<file path="config.mk">
export PLATFORM = sky130hd
export DESIGN_NAME = rv_imem_loader
export DESIGN_NICKNAME = d
export VERILOG_FILES = /design/src/rtl/rv_imem_loader.sv
export SDC_FILE = /design/constraint.sdc
export NUM_CORES = 1
export LEC_CHECK = 0
export BUFFER_PORTS_ARGS = -buffer_cell sky130_fd_sc_hd__buf_2
export CAP_MARGIN = 10
export CORE_UTILIZATION = 29
export CTS_BUF_LIST = sky130_fd_sc_hd__clkbuf_8
export CTS_CLUSTER_SIZE = 28
export DETAILED_ROUTE_END_ITERATION = 8
export HOLD_SLACK_MARGIN = 0.1
export RECOVER_POWER = 100
export SLEW_MARGIN = 0
export SYNTH_ARGS = -nofsm -noshare
export SYNTH_HDL_FRONTEND = slang
export SYNTH_SLANG_ARGS = --single-unit
</file>
<file path="constraint.sdc">
create_clock -name clk -period 3.5 [get_ports clk]
set_clock_uncertainty 0.2 [all_clocks]
set_input_delay 0.875 -clock clk [delete_from_list [all_inputs] [get_ports clk]]
set_output_delay 0.875 -clock clk [all_outputs]
set_load 0.05 [all_outputs]
</file>
<file path="src/rtl/rv_imem_loader.sv">
// Instruction memory loader: turns a byte stream (2-byte LE word count N, then 4*N LE instruction bytes)
// into writes on port A of the instruction dpram, holding the core in reset while a session runs.
// Latency: one WR cycle after the 4th byte of each word, so at least 5 cycles per word.
// Backpressure: rx_ready_o is high only while a length or data byte can be taken (LEN0/LEN1/DATA).
//
// Ports:
//   clk, rst            clock (rising edge), asynchronous active-high reset
//   start_i             1-cycle pulse that starts a session (ignored while busy)
//   rx_valid_i/_data_i  incoming byte, accepted when rx_valid_i && rx_ready_o
//   rx_ready_o          byte can be accepted this cycle
//   wena_o/addra_o/dina_o  dpram port A write (registered; addra_o holds between writes)
//   busy_o, cpu_hold_o  session in progress / core reset hold
//   done_o, err_o       1-cycle pulses: session finished, or aborted because N > DEPTH
module rv_imem_loader #(
    parameter int DEPTH = 256,
    parameter int AW    = 8
) (
    input  logic          clk,
    input  logic          rst,
    input  logic          start_i,
    input  logic          rx_valid_i,
    input  logic [7:0]    rx_data_i,
    output logic          rx_ready_o,
    output logic          wena_o,
    output logic [AW-1:0] addra_o,
    output logic [31:0]   dina_o,
    output logic          busy_o,
    output logic          done_o,
    output logic          err_o,
    output logic          cpu_hold_o
);

    typedef enum logic [2:0] {
        S_IDLE,
        S_LEN0,
        S_LEN1,
        S_DATA,
        S_WR,
        S_FIN
    } state_t;

    localparam logic [15:0]   DEPTH16 = 16'(DEPTH);
    localparam logic [AW-1:0] IDX_ONE = {{(AW-1){1'b0}}, 1'b1};

    state_t        state_q, state_d;
    logic [15:0]   n_q, n_d;
    logic [1:0]    k_q, k_d;
    logic [23:0]   word_q, word_d;      // bytes 0..2 of the word being assembled
    logic [AW-1:0] widx_q, widx_d;      // index of the next word to write
    logic [AW-1:0] addr_q, addr_d;
    logic [31:0]   din_q, din_d;
    logic          wena_q, wena_d;
    logic          done_q, done_d;
    logic          err_q, err_d;

    logic          accept;
    logic [15:0]   n_full;
    logic          last_word;

    assign rx_ready_o = (state_q == S_LEN0) || (state_q == S_LEN1) || (state_q == S_DATA);
    assign accept     = rx_valid_i && rx_ready_o;
    assign n_full     = {rx_data_i, n_q[7:0]};
    // Word index is zero-extended; it cannot wrap before the last word since N <= DEPTH.
    assign last_word  = ({{(16-AW){1'b0}}, widx_q} == (n_q - 16'd1));

    always_comb begin
        state_d = state_q;
        n_d     = n_q;
        k_d     = k_q;
        word_d  = word_q;
        widx_d  = widx_q;
        addr_d  = addr_q;
        din_d   = din_q;
        wena_d  = 1'b0;
        done_d  = 1'b0;
        err_d   = 1'b0;

        case (state_q)
            S_IDLE: begin
                if (start_i) begin
                    state_d = S_LEN0;
                    n_d     = 16'd0;
                    k_d     = 2'd0;
                    word_d  = 24'd0;
                    widx_d  = '0;
                end
            end
            S_LEN0: begin
                if (accept) begin
                    n_d[7:0] = rx_data_i;
                    state_d  = S_LEN1;
                end
            end
            S_LEN1: begin
                if (accept) begin
                    n_d[15:8] = rx_data_i;
                    if (n_full == 16'd0) begin
                        state_d = S_FIN;
                        done_d  = 1'b1;
                    end else if (n_full > DEPTH16) begin
                        state_d = S_IDLE;
                        err_d   = 1'b1;
                    end else begin
                        state_d = S_DATA;
                    end
                end
            end
            S_DATA: begin
                if (accept) begin
                    k_d = k_q + 2'd1;
                    case (k_q)
                        2'd0: word_d[7:0]   = rx_data_i;
                        2'd1: word_d[15:8]  = rx_data_i;
                        2'd2: word_d[23:16] = rx_data_i;
                        default: begin
                            // Fourth byte completes the word: load the write port for WR.
                            din_d   = {rx_data_i, word_q};
                            addr_d  = widx_q;
                            wena_d  = 1'b1;
                            state_d = S_WR;
                        end
                    endcase
                end
            end
            S_WR: begin
                widx_d = widx_q + IDX_ONE;
                if (last_word) begin
                    state_d = S_FIN;
                    done_d  = 1'b1;
                end else begin
                    state_d = S_DATA;
                end
            end
            S_FIN: begin
                state_d = S_IDLE;
            end
            default: begin
                state_d = S_IDLE;
            end
        endcase
    end

    always_ff @(posedge clk or posedge rst) begin
        if (rst) begin
            state_q <= S_IDLE;
            n_q     <= 16'd0;
            k_q     <= 2'd0;
            word_q  <= 24'd0;
            widx_q  <= '0;
            addr_q  <= '0;
            din_q   <= 32'd0;
            wena_q  <= 1'b0;
            done_q  <= 1'b0;
            err_q   <= 1'b0;
        end else begin
            state_q <= state_d;
            n_q     <= n_d;
            k_q     <= k_d;
            word_q  <= word_d;
            widx_q  <= widx_d;
            addr_q  <= addr_d;
            din_q   <= din_d;
            wena_q  <= wena_d;
            done_q  <= done_d;
            err_q   <= err_d;
        end
    end

    assign wena_o     = wena_q;
    assign addra_o    = addr_q;
    assign dina_o     = din_q;
    assign done_o     = done_q;
    assign err_o      = err_q;
    assign busy_o     = (state_q != S_IDLE);
    assign cpu_hold_o = busy_o;

endmodule
</file>
* Word level (Yosys, flattened, before mapping)
Index checks and enable logic that the tools add are counted.
** Storage, ports and cells
- Bits in registers :: 96
- Bits of input ports :: 12
- Output and inout port bits :: 46
- Word-level logic and storage cells :: 89
** Operators by class
- Add/sub/neg operators :: 3
- $lt $le $gt $ge :: 1
- Equality and inequality tests :: 15
- Multiplexer cells :: 35
- Bitwise gates (word level) :: 1
- Reductions and logical operators :: 21
** Operators with widths (count)
- 24-bit two-way mux :: 2
- 24-bit case mux with 2 select lines :: 1
- 8-bit case mux with 2 select lines :: 3
- 8-bit two-way mux :: 5
- 3-bit two-way mux :: 7
- 8-bit by 16-bit equality test with 1-bit output :: 1
- 16-bit by 9-bit > comparator with 1-bit output, second input constant :: 1
- 16-bit logical NOT :: 1
- 16-bit two-way mux :: 1
- 16-bit by 1-bit subtractor with 16-bit output, second input constant :: 1
- 3-bit case mux with 5 select lines :: 1
- 3-bit AND reduction :: 4
- 4-bit AND reduction :: 3
- 1-bit two-way mux :: 10
- 2-bit != test, second input constant :: 5
- 8-bit by 1-bit adder with 8-bit output, second input constant :: 1
- 2-bit nonzero test :: 4
- 3-bit by 2-bit equality test with 1-bit output, second input constant :: 2
- 2-bit two-way mux :: 3
- 2-bit by 1-bit != test with 1-bit output, second input constant :: 3
- 5-bit AND reduction :: 1
- 2-bit case mux with 2 select lines :: 1
- 3-bit by 1-bit equality test with 1-bit output, second input constant :: 1
- 3-bit equality test, second input constant :: 1
- other kinds (12) :: 13

* Logic depth before layout (Yosys ltp)
- Word-level depth :: 6
- Depth in mapped cells :: 9
- Depth with buffers taken out :: 8

* Worst setup path after synthesis
Ideal clock, no wire load.
- Path kind :: flip-flop to output port
- From :: reg state_q[0]
- To :: out rx_ready_o
- Arrival :: 1.366 ns
- Data required time :: 2.425 ns
- Slack :: 1.059 ns
- Cell stages (with the launch flop) :: 4
- Buffers on the path :: 1
- Cells stage by stage :: dfrtp_1 -> clkbuf_1 -> nor2_1 -> nor2_1
** On the way
- Longest elaborated chain between the ends :: 3
- Elaborated cells between the ends (all ways) :: 5
- Classes of those cells :: 3 x eq/ne; 2 x reduce/logical
** RTL lines
- from (decl) :: RTL line 45 : state_t state_q, state_d;
- from (signal assigned) :: RTL line 156 : state_q <= state_d;
- 3-bit by 1-bit equality test with 1-bit output or 3-bit by 2-bit equality test with 1-bit output (tied branches) :: RTL line 60 : assign rx_ready_o = (state_q == S_LEN0) || (state_q == S_LEN1) || (state_q == S_DATA);
- 1-bit logical OR :: RTL line 60
- 1-bit logical OR * :: RTL line 60
- to (decl) :: RTL line 23 : output logic rx_ready_o,
Every way passes the cells marked *; elsewhere a longest branch is shown, timed or not.

* Worst setup path in the final report
- From :: reg state_q[1]
- To :: reg din_q[11], in the netlist dina_o[11]
** On the way
- Longest elaborated chain between the ends :: 5
- Elaborated cells between the ends (all ways) :: 7
- Classes of those cells :: 3 x eq/ne; 4 x reduce/logical
** RTL lines
- 3-bit by 1-bit equality test with 1-bit output or 3-bit by 2-bit equality test with 1-bit output (tied branches) :: RTL line 60
- 1-bit logical OR (2 in series) :: RTL line 60
- 1-bit logical AND :: RTL line 61 : assign accept = rx_valid_i && rx_ready_o;
- 3-bit AND reduction (no line) *
- to (signal assigned) :: RTL line 162 : din_q <= din_d;
- to (decl) :: RTL line 51 : logic [31:0] din_q, din_d;
Marked as above.
A chain may end at the register's enable or synchronous reset.

==> impl_results.md <==
* Port Buffers at 57
* Antenna violations before repair at 0
* Final std cells w/o fill at 648
* Aggregate global-route resource usage at 14.0%
* Starting Density at 30.0%
* Sequential area share after synthesis at 54.6%
* Relative slew slack at -0.0161%
* DRT Pass-1 Iters at 6
* Area Growth Syn to Fin at 13.4%
* Clock transition at the registers of the reported paths at 90 ps
* Top-Level Pins at 58
* Syn Area/Cell at 10.8 um2
* Total CTS buffers at 9
* CTS Buffer Depth at 2
* Worst hold path type: register to register
* Final worst setup slack at 584 ps
* Number of clock sinks at 96
* Critical path launch point type: register
* Vias at 3212
* Worst vdd ir at 0.509 mV
* Failing checks: max-capacitance violations, max-slew violations
* Die ar. at 15700 um2
* Setup slack at placement at 917 ps
* Drt wl/cell at 15.8 um
* Synthesized cell area at 4400 um2
* Tcrit/Tclk final at 83.3%
* Register area at 2400 um2
* Req. time, crit path at 3550 ps
* Row count at 44
* CTS tree: yes
* PD cells at 751 nW/um2
* RSZ-0062 raised after global routing: false
* Top-area cell type share of the netlist area at 54.6%
* HP Start: word_q[7]$_DFFE_PP0P_
* Ys Warns at 0
* Clock Latency Late Sink at 360 ps
* Vias in the first global route at 3224
* Crit path launch: state_q[1]$_DFFE_PP0P_
* Fill cells at 1531
* Crit path largest cell delay at 940 ps
* Slew @ Worst Pin at 1490 ps
* Crit end category: register
* Layout cells sized above 1 at 16.2%
* Largest net degree at the start of global routing at 34
* Post-CTS setup buffer count at 0
* Final hold violations at 0
* Status: complete, but fails checks
* Highest clock rate at 343 MHz
* Multi-input combinational cell area at 1840 um2
* Final Critical Period at 2920 ps
* Final Wtd Congestion at 0.841
* CTS H-tree lvls at 3
* Arrival @ worst endpoint at 2970 ps
* Synth area leaders: dfrtp_1 55%, mux2_2 10%, nand2_1 5.3%
* Die width at 125 um
* Antenna Diode Count at 0
* Leak at 2.30 nW
* Post-synth ARST share at 100%
* DRC violations left at 0
* Total power at 3.74 mW
* Post-synth top flop: dfrtp_1
* Post-CTS sizing at 0
* Critical Path Fanout Max at 24
* Number of max-cap violations at 1
* Distinct cells, synth at 55
* Hpwl dp at 7.61 mm
* Post-layout net count at 477
* Number of flops mapped to enable cells by yosys at 0
* Dpl cells at 632
* Routed WL at 10.2 mm
* Syn Inst Count at 406
* DR vias/cell at 4.96
* CP max stage cell: clkbuf_1
* Final core occ at 34.1%
* Reg2reg start: state_q[1]$_DFFE_PP0P_
* CORE AREA at 14600 um2
* Yosys reg bits at 96
* Max-slew violations at 1
* First-pass GRT wire length at 17.2 mm
* CP cell instances: nor2b_1 > and2_0 > nand3_2 > clkbuf_1 > mux2_2
* Clk root buf: clkbuf_8
* Critical path type: register to register
* Post-Syn Nets at 424
* Iteration-0 DRC Markers at 227
* Final-report setup violation count at 0
* Post-route ant nets at 0
* Setup total negative slack at 0 ps
* Die height at 125 um
* # hold bufs at CTS at 0
* Post-synth top area cell: dfrtp_1
* Grt ovf at 0
-- critical path: cells and delay by family (launching register included) --
family	cells	cell delay, ps
buffers and inverters	1	940
flip-flops	1	470
multiplexers	1	430
AND/OR/NAND/NOR	3	750
-- cells in the mapped netlist, types with 2 or more instances --
| cell type | number |
|---|---|
| nand3b_1 | 2 |
| nor2_1 | 11 |
| a31oi_1 | 3 |
| nand4_1 | 7 |
| a211oi_1 | 2 |
| inv_1 | 11 |
| or4_4 | 2 |
| dfrtp_1 | 96 |
| nand3_1 | 18 |
| ha_1 | 6 |
| xnor2_1 | 4 |
| nor3_1 | 10 |
| nor4_1 | 5 |
| buf_2 | 3 |
| o21ai_0 | 43 |
| o31ai_1 | 3 |
| nor3b_1 | 4 |
| nand2b_1 | 3 |
| mux2_2 | 40 |
| and2_1 | 4 |
| nand2_1 | 62 |
| o211ai_1 | 2 |
| xor2_1 | 5 |
| buf_1 | 4 |
| nor2b_1 | 2 |
| a21oi_1 | 3 |
| clkbuf_1 | 11 |
| o31a_1 | 2 |
| a22o_1 | 7 |
| o21ai_1 | 5 |
| buf_6 | 2 |
-- registers in the layout (all words and copies together), names as in the netlist --
name,flops
dina_o,32
word_q,24
n_q,16
addra_o,8
widx_q,8
state_q,3
k_q,2
done_o,1
err_o,1
wena_o,1
-- cell usage in the layout (no fill, tap or decap), types with 10 or more instances in the layout --
| cell type | count |
|---|---|
| inv_1 | 13 |
| nor2_1 | 11 |
| o21ai_0 | 45 |
| dfrtp_1 | 96 |
| mux2_2 | 40 |
| buf_2 | 10 |
| nand2_1 | 62 |
| nor3_1 | 10 |
| nand3_1 | 17 |
| clkbuf_8 | 11 |
| clkbuf_1 | 51 |
-- per-stage QoR --
step	hold slack (ps)	cell area (um2)
3_5_place_dp	271	4880
4_1_cts	292	5080
3_3_place_gp	275	4880
2_1_floorplan	246	4400
6_report	288	4990
5_1_grt	312	4990
-- per-layer routing --
metal,wire length [um],up-vias,global-route usage [%]
met2,4790,78,22.4
li1,-,1551,-
met5,0,-,0
met3,490,13,3.85
met4,146,0,3.95
met1,4810,1570,18.5
-- final cells by class --
cell class	count	area share [%]
sequential	96	48.2
clock inverter	5	0.978
multi-input combinational	278	37.0
clock buffer	11	3.04
inverter	11	0.853
tap	184	4.62
timing repair buffer	63	5.39
-- worst paths after layout --
kind	to	slack [ps]	cells past startpoint
worst max-delay path	dina_o[11]$_DFFE_PP0P_	580	5
worst min-delay path	word_q[7]$_DFFE_PP0P_	290	2
worst max register to register	dina_o[11]$_DFFE_PP0P_	580	5
worst min register to register	word_q[7]$_DFFE_PP0P_	290	2
max in group asynchronous	dina_o[27]$_DFFE_PP0P_	890	3
min in group asynchronous	dina_o[0]$_DFFE_PP0P_	640	2
-- report_power, final --
group,internal [mW],switching [mW]
clock,0.362,0.369
combinational,0.507,0.887
sequential,1.34,0.282
-- kinds of logic after synthesis --
family / share of synthesized area, %
AOI/OAI and AO/OA: 11.3
xor gates and xnor gates: 1.79
adders and majority gates: 1.71
buffers and inverters: 3.24
DFF: 54.6
muxes: 10.5
and+or+nand+nor: 16.9
No activity file was read; power rests on OpenSTA's default activity.
